## config.mk

```make
export PLATFORM = sky130hd
export DESIGN_NAME = multicycle_ctrl
export DESIGN_NICKNAME = d
export VERILOG_FILES = /design/src/rtl/ctrl_pkg.sv /design/src/rtl/wmask_gen.sv /design/src/rtl/multicycle_ctrl.sv
export SDC_FILE = /design/constraint.sdc
export NUM_CORES = 1
export LEC_CHECK = 0
export BUFFER_PORTS_ARGS = -buffer_cell sky130_fd_sc_hd__clkbuf_2
export CORE_MARGIN = 2
export CORE_UTILIZATION = 46
export DETAILED_ROUTE_END_ITERATION = 10
export PLACE_DENSITY = 0.75
export SLEW_MARGIN = 40
export SYNTH_ARGS = -nofsm -noshare
export SYNTH_HDL_FRONTEND = slang
export SYNTH_SLANG_ARGS = --single-unit
```

## constraint.sdc

```tcl
create_clock -name clk -period 1.7 [get_ports clk]
set_input_delay 0 -clock clk [delete_from_list [all_inputs] [get_ports clk]]
set_output_delay 0 -clock clk [all_outputs]
set_load 0.005 [all_outputs]
```

## src/rtl/ctrl_pkg.sv

```systemverilog
// Shared encodings for the multi-cycle sequencing controller: FSM states,
// sticky fault codes and memory access size codes.
package ctrl_pkg;

    typedef enum logic [2:0] {
        S_IDLE  = 3'd0,
        S_FETCH = 3'd1,
        S_EXEC  = 3'd2,
        S_MEM   = 3'd3,
        S_MDU   = 3'd4,
        S_WB    = 3'd5,
        S_TRAP  = 3'd6,
        S_HALT  = 3'd7
    } state_t;

    typedef enum logic [1:0] {
        ERR_NONE     = 2'd0,
        ERR_ILLEGAL  = 2'd1,
        ERR_MISALIGN = 2'd2,
        ERR_TIMEOUT  = 2'd3
    } err_t;

    localparam logic [1:0] MSZ_B = 2'd0;
    localparam logic [1:0] MSZ_H = 2'd1;
    localparam logic [1:0] MSZ_W = 2'd2;
    localparam logic [1:0] MSZ_D = 2'd3;

endpackage

```

## src/rtl/wmask_gen.sv

```systemverilog
// Byte-lane write mask and alignment checks for a load/store access.
// Purely combinational: mask = ((1 << (1 << size)) - 1) << addr_lo, truncated to BW lanes.
module wmask_gen
    import ctrl_pkg::*;
#(
    parameter int  XLEN = 64,
    localparam int BW   = XLEN / 8,
    localparam int AW   = $clog2(BW)
) (
    input  logic [1:0]    mem_size,
    input  logic [AW-1:0] mem_addr_lo,
    output logic [BW-1:0] wmask,
    output logic          misaligned,
    output logic          size_illegal
);

    logic [AW-1:0] align_mask;
    int            nbytes;

    // Access width in bytes and the low address bits that must be zero for it
    always_comb begin
        align_mask = '0;
        nbytes     = 1;
        case (mem_size)
            MSZ_B:   begin align_mask = '0;     nbytes = 1; end
            MSZ_H:   begin align_mask = AW'(1); nbytes = 2; end
            MSZ_W:   begin align_mask = AW'(3); nbytes = 4; end
            default: begin align_mask = AW'(7); nbytes = 8; end
        endcase
    end

    // Lanes covered by the access; lanes past the top of the word simply drop off
    always_comb begin
        wmask = '0;
        for (int i = 0; i < BW; i++) begin
            wmask[i] = (i >= int'(mem_addr_lo)) && (i < int'(mem_addr_lo) + nbytes);
        end
    end

    assign misaligned   = |(mem_addr_lo & align_mask);
    assign size_illegal = (XLEN == 32) && (mem_size == MSZ_D);

endmodule

```

## src/rtl/multicycle_ctrl.sv

```systemverilog
// Multi-cycle sequencing controller: fetch, execute, memory / mul-div wait,
// writeback and trap, with a sticky HALT on illegal, misaligned or timed-out
// instructions. All outputs except lsu_wmask are registers.
module multicycle_ctrl
    import ctrl_pkg::*;
#(
    parameter int  XLEN    = 64,
    parameter int  TIMEOUT = 255,
    localparam int BW      = XLEN / 8,
    localparam int AW      = $clog2(BW)
) (
    input  logic          clk,
    input  logic          rst,
    output logic          ifu_req,
    input  logic          ifu_valid,
    input  logic          dec_load,
    input  logic          dec_store,
    input  logic          dec_mdu,
    input  logic          dec_csr,
    input  logic          dec_trap,
    input  logic          dec_illegal,
    input  logic          dec_rd_wen,
    input  logic [1:0]    mem_size,
    input  logic [AW-1:0] mem_addr_lo,
    output logic          lsu_req,
    output logic          lsu_wen,
    output logic [BW-1:0] lsu_wmask,
    input  logic          lsu_resp,
    output logic          mdu_start,
    input  logic          mdu_done,
    output logic          inst_update,
    output logic          rf_wen,
    output logic          pc_wen,
    output logic          csr_wen,
    output logic          trap,
    output logic          halted,
    output logic [1:0]    err_code,
    output logic [2:0]    state
);

    localparam int            CW    = $clog2(TIMEOUT + 1);
    // Counter value during the last permitted wait cycle (it reads 0 in the first one)
    localparam logic [CW-1:0] LIMIT = CW'(TIMEOUT - 1);

    state_t        st, st_n;
    err_t          err_q, err_n;
    logic [CW-1:0] cnt;
    logic          at_limit;
    logic [BW-1:0] base_mask;
    logic          misaligned;
    logic          size_illegal;

    wmask_gen #(.XLEN(XLEN)) u_wmask (
        .mem_size     (mem_size),
        .mem_addr_lo  (mem_addr_lo),
        .wmask        (base_mask),
        .misaligned   (misaligned),
        .size_illegal (size_illegal)
    );

    assign at_limit  = (cnt == LIMIT);
    assign lsu_wmask = (st == S_MEM && lsu_wen) ? base_mask : '0;
    assign state     = st;
    assign err_code  = err_q;

    // Next state and fault code; a response in the limit cycle beats the timeout
    always_comb begin
        st_n  = st;
        err_n = err_q;
        case (st)
            S_IDLE: st_n = S_FETCH;
            S_FETCH: begin
                if (ifu_valid) begin
                    st_n = S_EXEC;
                end else if (at_limit) begin
                    st_n  = S_HALT;
                    err_n = ERR_TIMEOUT;
                end
            end
            S_EXEC: begin
                if (dec_illegal) begin
                    st_n  = S_HALT;
                    err_n = ERR_ILLEGAL;
                end else if (dec_trap) begin
                    st_n = S_TRAP;
                end else if (dec_load || dec_store) begin
                    if (misaligned || size_illegal) begin
                        st_n  = S_HALT;
                        err_n = ERR_MISALIGN;
                    end else begin
                        st_n = S_MEM;
                    end
                end else if (dec_mdu) begin
                    st_n = S_MDU;
                end else begin
                    st_n = S_WB;
                end
            end
            S_MEM: begin
                if (lsu_resp) begin
                    st_n = S_WB;
                end else if (at_limit) begin
                    st_n  = S_HALT;
                    err_n = ERR_TIMEOUT;
                end
            end
            S_MDU: begin
                // mdu_start is high only in the launch cycle, where mdu_done is not trusted
                if (!mdu_start && mdu_done) begin
                    st_n = S_WB;
                end else if (at_limit) begin
                    st_n  = S_HALT;
                    err_n = ERR_TIMEOUT;
                end
            end
            S_WB:    st_n = S_FETCH;
            S_TRAP:  st_n = S_FETCH;
            S_HALT:  st_n = S_HALT;
            default: st_n = S_IDLE;
        endcase
    end

    // State, wait counter and outputs registered from the upcoming state
    always_ff @(posedge clk) begin
        if (rst) begin
            st          <= S_IDLE;
            err_q       <= ERR_NONE;
            cnt         <= '0;
            ifu_req     <= 1'b0;
            lsu_req     <= 1'b0;
            lsu_wen     <= 1'b0;
            mdu_start   <= 1'b0;
            inst_update <= 1'b0;
            rf_wen      <= 1'b0;
            pc_wen      <= 1'b0;
            csr_wen     <= 1'b0;
            trap        <= 1'b0;
            halted      <= 1'b0;
        end else begin
            st    <= st_n;
            err_q <= err_n;
            if (st_n != st) begin
                cnt <= '0;
            end else if (!at_limit) begin
                cnt <= cnt + 1'b1;
            end
            ifu_req     <= (st_n == S_FETCH);
            lsu_req     <= (st_n == S_MEM);
            lsu_wen     <= (st_n == S_MEM) && dec_store;
            mdu_start   <= (st_n == S_MDU) && (st == S_EXEC);
            inst_update <= (st_n == S_WB) || (st_n == S_TRAP);
            pc_wen      <= (st_n == S_WB) || (st_n == S_TRAP);
            rf_wen      <= (st_n == S_WB) && dec_rd_wen && !dec_store;
            csr_wen     <= (st_n == S_WB) && dec_csr;
            trap        <= (st_n == S_TRAP);
            halted      <= (st_n == S_HALT);
        end
    end

endmodule

```

# ---- Word-level counts from Yosys, hierarchy flattened
# Index checks and enable logic that the tools add are counted.
dict set report totals {
  out_inout_bits 23
  word_cells 100
  in_bits 17
  register_bits 22
}
dict set report classes {
  bitwise_logic 1
  reduce_logical 25
  magnitude_cmp 15
  n_eq_ne 23
  muxes 22
  n_addsub 2
}
# operator n
set op_table {}
lappend op_table {{< comparator 4 x 32 -> 1 bit (first input constant)} 4}
lappend op_table {{< comparator 3 x 32 -> 1 bit (first input constant)} 2}
lappend op_table {{< comparator 1 x 32 -> 1 bit (first input constant)} 1}
lappend op_table {{< comparator 2 x 32 -> 1 bit (first input constant)} 1}
lappend op_table {{== test 3 bit (second input constant)} 8}
lappend op_table {{two-way mux 3 bit} 8}
lappend op_table {{case mux 3 bit (6 select lines)} 1}
lappend op_table {{two-way mux 2 bit} 8}
lappend op_table {{logical AND 1 bit} 14}
lappend op_table {{case mux 4 bit (3 select lines)} 1}
lappend op_table {{== test 3 x 2 -> 1 bit (second input constant)} 3}
lappend op_table {{>= comparator 3 bit (first input constant)} 3}
lappend op_table {{inequality test 3 bit (second input constant)} 3}
lappend op_table {{case mux 3 bit (3 select lines)} 1}
lappend op_table {{adder 8 x 1 -> 8 bit (second input constant)} 1}
lappend op_table {{== test 8 bit (second input constant)} 1}
lappend op_table {{two-way mux 8 bit} 1}
lappend op_table {{case mux 2 bit (4 select lines)} 1}
lappend op_table {{AND reduction 7 bit} 1}
lappend op_table {{== test 3 x 1 -> 1 bit (second input constant)} 2}
lappend op_table {{>= comparator 1 x 3 -> 1 bit (first input constant)} 2}
lappend op_table {{>= comparator 2 x 3 -> 1 bit (first input constant)} 2}
lappend op_table {{inequality test 2 bit (second input constant)} 3}
lappend op_table {{OR reduction 3 bit} 2}
lappend op_table {{12 further kinds} 14}

# ---- Depth between registers and ports, before layout
dict set report depth {
  word_depth 12
  depth_mapped 8
}

# ---- Modules after synthesis
# Synthesis repeated with hierarchy kept, for this count alone.
dict set report unflattened {
  cells_unflattened 186
  hier_area_um2 1577.8
}
# mod cells_per_inst seq_area_each_um2 instances area_per_inst_um2
set by_module_without_submodules {}
lappend by_module_without_submodules {multicycle_ctrl 141 440.4 1 1237.4}
lappend by_module_without_submodules {wmask_gen 45 0.0 1 340.3}

# ---- Worst setup path before layout
# Ideal clock, no wire load.
dict set report synth_path {
  kind {flip-flop to flip-flop}
  startpoint {register cnt[0]}
  endpoint {register cnt[1]}
  t_arrival_ps 1792
  period_less_slack_ps 1871
  path_buffers 1
  stages_incl_launch_ff 9
  required_time_ps 1621
  setup_slack_ps -171
  path_cell_list {dfxtp_1 > inv_1 > ha_1 > nand4_4 > or2_4 > a21oi_2 > or4_1 > buf_6 > a211oi_2}
}
dict set report synth_between {
  elab_chain_len 6
  elab_cells_between_ends 9
}
# item line_no
set synth_lines {}
lappend synth_lines {{start: declaration} multicycle_ctrl.sv:47} ;# logic [CW-1:0] cnt;
lappend synth_lines {{start signal: assignment} multicycle_ctrl.sv:145} ;# cnt <= cnt + 1'b1;
lappend synth_lines {{== test 8 bit} multicycle_ctrl.sv:61} ;# assign at_limit = (cnt == LIMIT);
lappend synth_lines {{two-way mux 3 bit} {multicycle_ctrl.sv:75, multicycle_ctrl.sv:102, multicycle_ctrl.sv:111}}
lappend synth_lines {{two-way mux 3 bit, on equally long branches} {multicycle_ctrl.sv:109, multicycle_ctrl.sv:73, multicycle_ctrl.sv:100}}
lappend synth_lines {{case mux 3 bit (6 select lines)} multicycle_ctrl.sv:70} ;# case (st)
lappend synth_lines {{inequality test 3 bit} multicycle_ctrl.sv:142} ;# if (st_n != st) begin
lappend synth_lines {{OR reduction 2 bit (no source line)} n/a}
# Several ways; a longest one is shown, not always the timed one.
# A chain may end at the register's enable or synchronous reset.

# ---- Final worst setup path
dict set report layout_path {
  startpoint {register st[1], in the netlist state[1]}
  endpoint {register err_q[1], in the netlist err_code[1]}
}
dict set report layout_between {
  elab_chain_len 3
  elab_cells_between_ends 13
}
# item line_no
set layout_lines {}
lappend layout_lines {{start: declaration} multicycle_ctrl.sv:45} ;# state_t st, st_n;
lappend layout_lines {{start signal: assignment} multicycle_ctrl.sv:140} ;# st <= st_n;
lappend layout_lines {{== test 3 x 2 -> 1 bit (tied with other cells)} multicycle_ctrl.sv:70}
lappend layout_lines {{inequality test 3 bit (no source line) (tied with other cells)} n/a}
lappend layout_lines {{AND reduction 7 bit (no source line)} n/a}
lappend layout_lines {{end signal: assignment} multicycle_ctrl.sv:141} ;# err_q <= err_n;
lappend layout_lines {{end: declaration} multicycle_ctrl.sv:46} ;# err_t err_q, err_n;
# Several ways; a longest one is shown, not always the timed one.

==> results.json <==
{
  "port_buffers": 39,
  "cts_made_buffers": 3,
  "post-route-period-util_pct": 105,
  "die_h_um": 59.7,
  "routed_wl_um": 4960,
  "clock-root-buffer": "clkbuf_4",
  "cellPowerDensity_nw_per_um2": 865,
  "cts_tree": "yes",
  "crit_type": "reg2reg",
  "fin_tns_setup_ns": -0.681,
  "clock.fmax_mhz": 560,
  "violations": "setup timing",
  "clock_latency_ns": 0.32,
  "detailed_place.area_um2": 1960,
  "leakagePower_uw": 0.00107,
  "hold_viol_final": 0,
  "ant_nets": 0,
  "skew_ns": 0.00980,
  "rr_startpoint": "state[1]$_SDFF_PP0_",
  "h-tree-depth": 1,
  "post_drt_wl_per_cell_um": 16.7,
  "p_comb_share_pct": 51.3,
  "finalSetupViolCount": 15,
  "drtPass1Iterations": 4,
  "cp.required_ns": 1.94,
  "ctsLongestPathBuffers": 2,
  "clk_pin_slew_ns": 0.14,
  "synth_commonest_cells": "dfxtp_1 (22), nor2_1 (20), nand2_1 (14), a21oi_1 (13)",
  "status": "finished with violations",
  "layout-drive-gt1-share_pct": 61.6,
  "setup_ws_ns": -0.0857,
  "die_w_um": 59.7,
  "synth_top_cell_by_area": "dfxtp_1",
  "syn-cell-area_um2": 1430,
  "critPathArrivalTime_ns": 2.02,
  "coreArea_um2": 3000,
  "cp-startpoint": "state[1]$_SDFF_PP0_",
  "worstRegToRegCells": 7,
  "stdcell_count": 296,
  "drt_iter0_markers": 57,
  "via_per_inst": 5.64,
  "async_reset_ff_share_pct": 0,
  "grtUsageTotal_pct": 25.0,
  "p_switching_uw": 747,
  "maxCapViolations": 0,
  "crit_end": "err_code[1]$_SDFFE_PP0P_",
  "ios": 40,
  "post-synth-top-count-cell": "dfxtp_1",
  "startpoint_type": "register",
  "rsz0062_at_grt": "yes",
  "synth_cells": 168,
  "finish.instance_area_um2": 2420,
  "vias": 1670,
  "die_area_um2": 3560,
  "whs_ns": 0.0335,
  "p_sw_share_pct": 35.6,
  "synth_enable_flop_cells": 0,
  "post-place-ws_ns": -0.166,
  "min_path_type": "in2reg",
  "synth.area.top_cells": "dfxtp_1 (31%), nor2_1 (5.3%), a21oi_1 (4.6%), ha_1 (4.4%), nand2_1 (3.7%)",
  "synth_nets": 191,
  "start_util_pct": 47.5,
  "antenna_cells": 0,
  "first_global_vias": 1572,
  "p_int_uw": 1350,
  "fp-row-count": 20,
  "place_congestion": 0.942,
  "clock-sinks": 22,
  "layout-area-overhead-vs-synth_pct": 69.6,
  "end_kind": "register",
  "drv_slew": 0,
  "r2r_slack_ns": -0.09,
  "sequentialPowerShare_pct": 29.0,
  "grt_pass1_wl_um": 6690,
  "vdd.ir_drop.worst_mv": 0.589,
  "period_minus_slack_ns": 1.79,
  "gr-total-overflow": 0,
  "drc": 0,
  "worst_slew_pin_slew_ns": 0.379,
  "dpl.hpwl_um": 3080,
  "antenna_found_initial": 0,
  "yosysTopAreaCellShare_pct": 30.9,
  "clockPowerShare_pct": 19.7,
  "fin_nets": 287,
  "synth-seq-cells": 22,
  "seq_area_frac_synth_pct": 30.9,
  "grt_max_degree": 14,
  "dp_cells": 277,
  "relSlewSlack_pct": 74.5,
  "synth_ff_type": "dfxtp_1",
  "critical_path.max_fanout": 4,
  "synth.distinct_cells": 48,
  "yosysWarnings": 0,
  "r2r-end": "err_code[1]$_SDFFE_PP0P_",
  "synth_area_per_cell_um2": 8.49
}
critical path, stage by stage (launching register included):
cell and delay (ns):
dfxtp_2 0.38, nor2b_4 0.21, or2b_4 0.31, buf_6 0.14, a211o_1 0.29, o21ai_1 0.09, a21oi_1 0.08, nor3b_1 0.21
cell families after synthesis:
logic type | after synthesis | share of synthesized area, %
compound gates | 45 | 22.5
xor+xnor | 6 | 3.68
fa+ha+maj | 6 | 5.79
buf+inv | 13 | 6.40
flops | 22 | 30.9
mux | 1 | 0.702
simple gates | 75 | 30.1
timing repair:
action                                  4_1_cts  5_1_grt
hold endpoints to repair                      2        0
pin swaps                                     1       25
hold buffers                                  3        0
resized for setup                            29       47
endpoints found under the setup margin       23       25
buffers inserted                              4        9
power by group through the flow:
stage          registers, µW  logic (µW)  clock network, µW
2_1_floorplan            606         425                  0
3_3_place_gp             605         708                  0
3_5_place_dp             607         723                  0
4_1_cts                  605         847                409
5_1_grt                  614        1140                441
6_report                 608        1070                413
layout make-up:
type / instances / area (µm²)
inverter: 5 / 18.8
fill: 171 / 583
clock buffer: 3 / 22.5
sequential: 22 / 454
multi-input combinational: 133 / 1160
clock inverter: 1 / 30.0
timing repair buffer: 99 / 692
tap: 33 / 41.3
flip-flops by register name (all words and copies together) (netlist names):
signal	flops
pc_wen	1
lsu_wen	1
rf_wen	1
state	3
lsu_req	1
err_code	2
csr_wen	1
trap	1
ifu_req	1
cnt	8
halted	1
mdu_start	1
metal layers:
metal  up-vias  track usage, %  part of all wire (%)
met4         0            15.9                   4.1
met3        16            3.90                   4.4
met2        63            45.8                    54
met5         -               0                     0
met1       796            26.2                    38
li1        795               -                     -
through the flow:
stage / utilization (%) / power, µW
6_report: 80.6 / 2090
5_1_grt: 80.6 / 2190
4_1_cts: 73.0 / 1860
3_5_place_dp: 65.3 / 1330
3_3_place_gp: 65.3 / 1310
2_1_floorplan: - / 1030
cells in the final DEF (no fill, tap or decap), types with 4 or more instances in the layout:
cell      netlist  layout
buf_2           1       5
a21oi_1        13       9
nor2_1         20      15
clkbuf_2        0      32
dfxtp_2         0       5
buf_6           4       9
buf_4           3      50
nand2_1        14      12
dfxtp_1        22      15
a211oi_2        3       6
a21oi_2         1       5
inv_1           5       5
nor2b_1         5       4
worst min path at each step:
stage	from	slack [ns]	endpoint	cells past startpoint
6_report	rst	0.03	state[1]$_SDFF_PP0_	3
5_1_grt	rst	0.01	state[1]$_SDFF_PP0_	3
4_1_cts	rst	0.02	state[1]$_SDFF_PP0_	3
3_5_place_dp	dec_rd_wen	0.25	rf_wen$_SDFF_PP0_	2
3_3_place_gp	dec_rd_wen	0.25	rf_wen$_SDFF_PP0_	2
2_1_floorplan	mem_addr_lo[1]	0.03	lsu_wmask[1]	1
No activity file was read; power rests on OpenSTA's default activity.
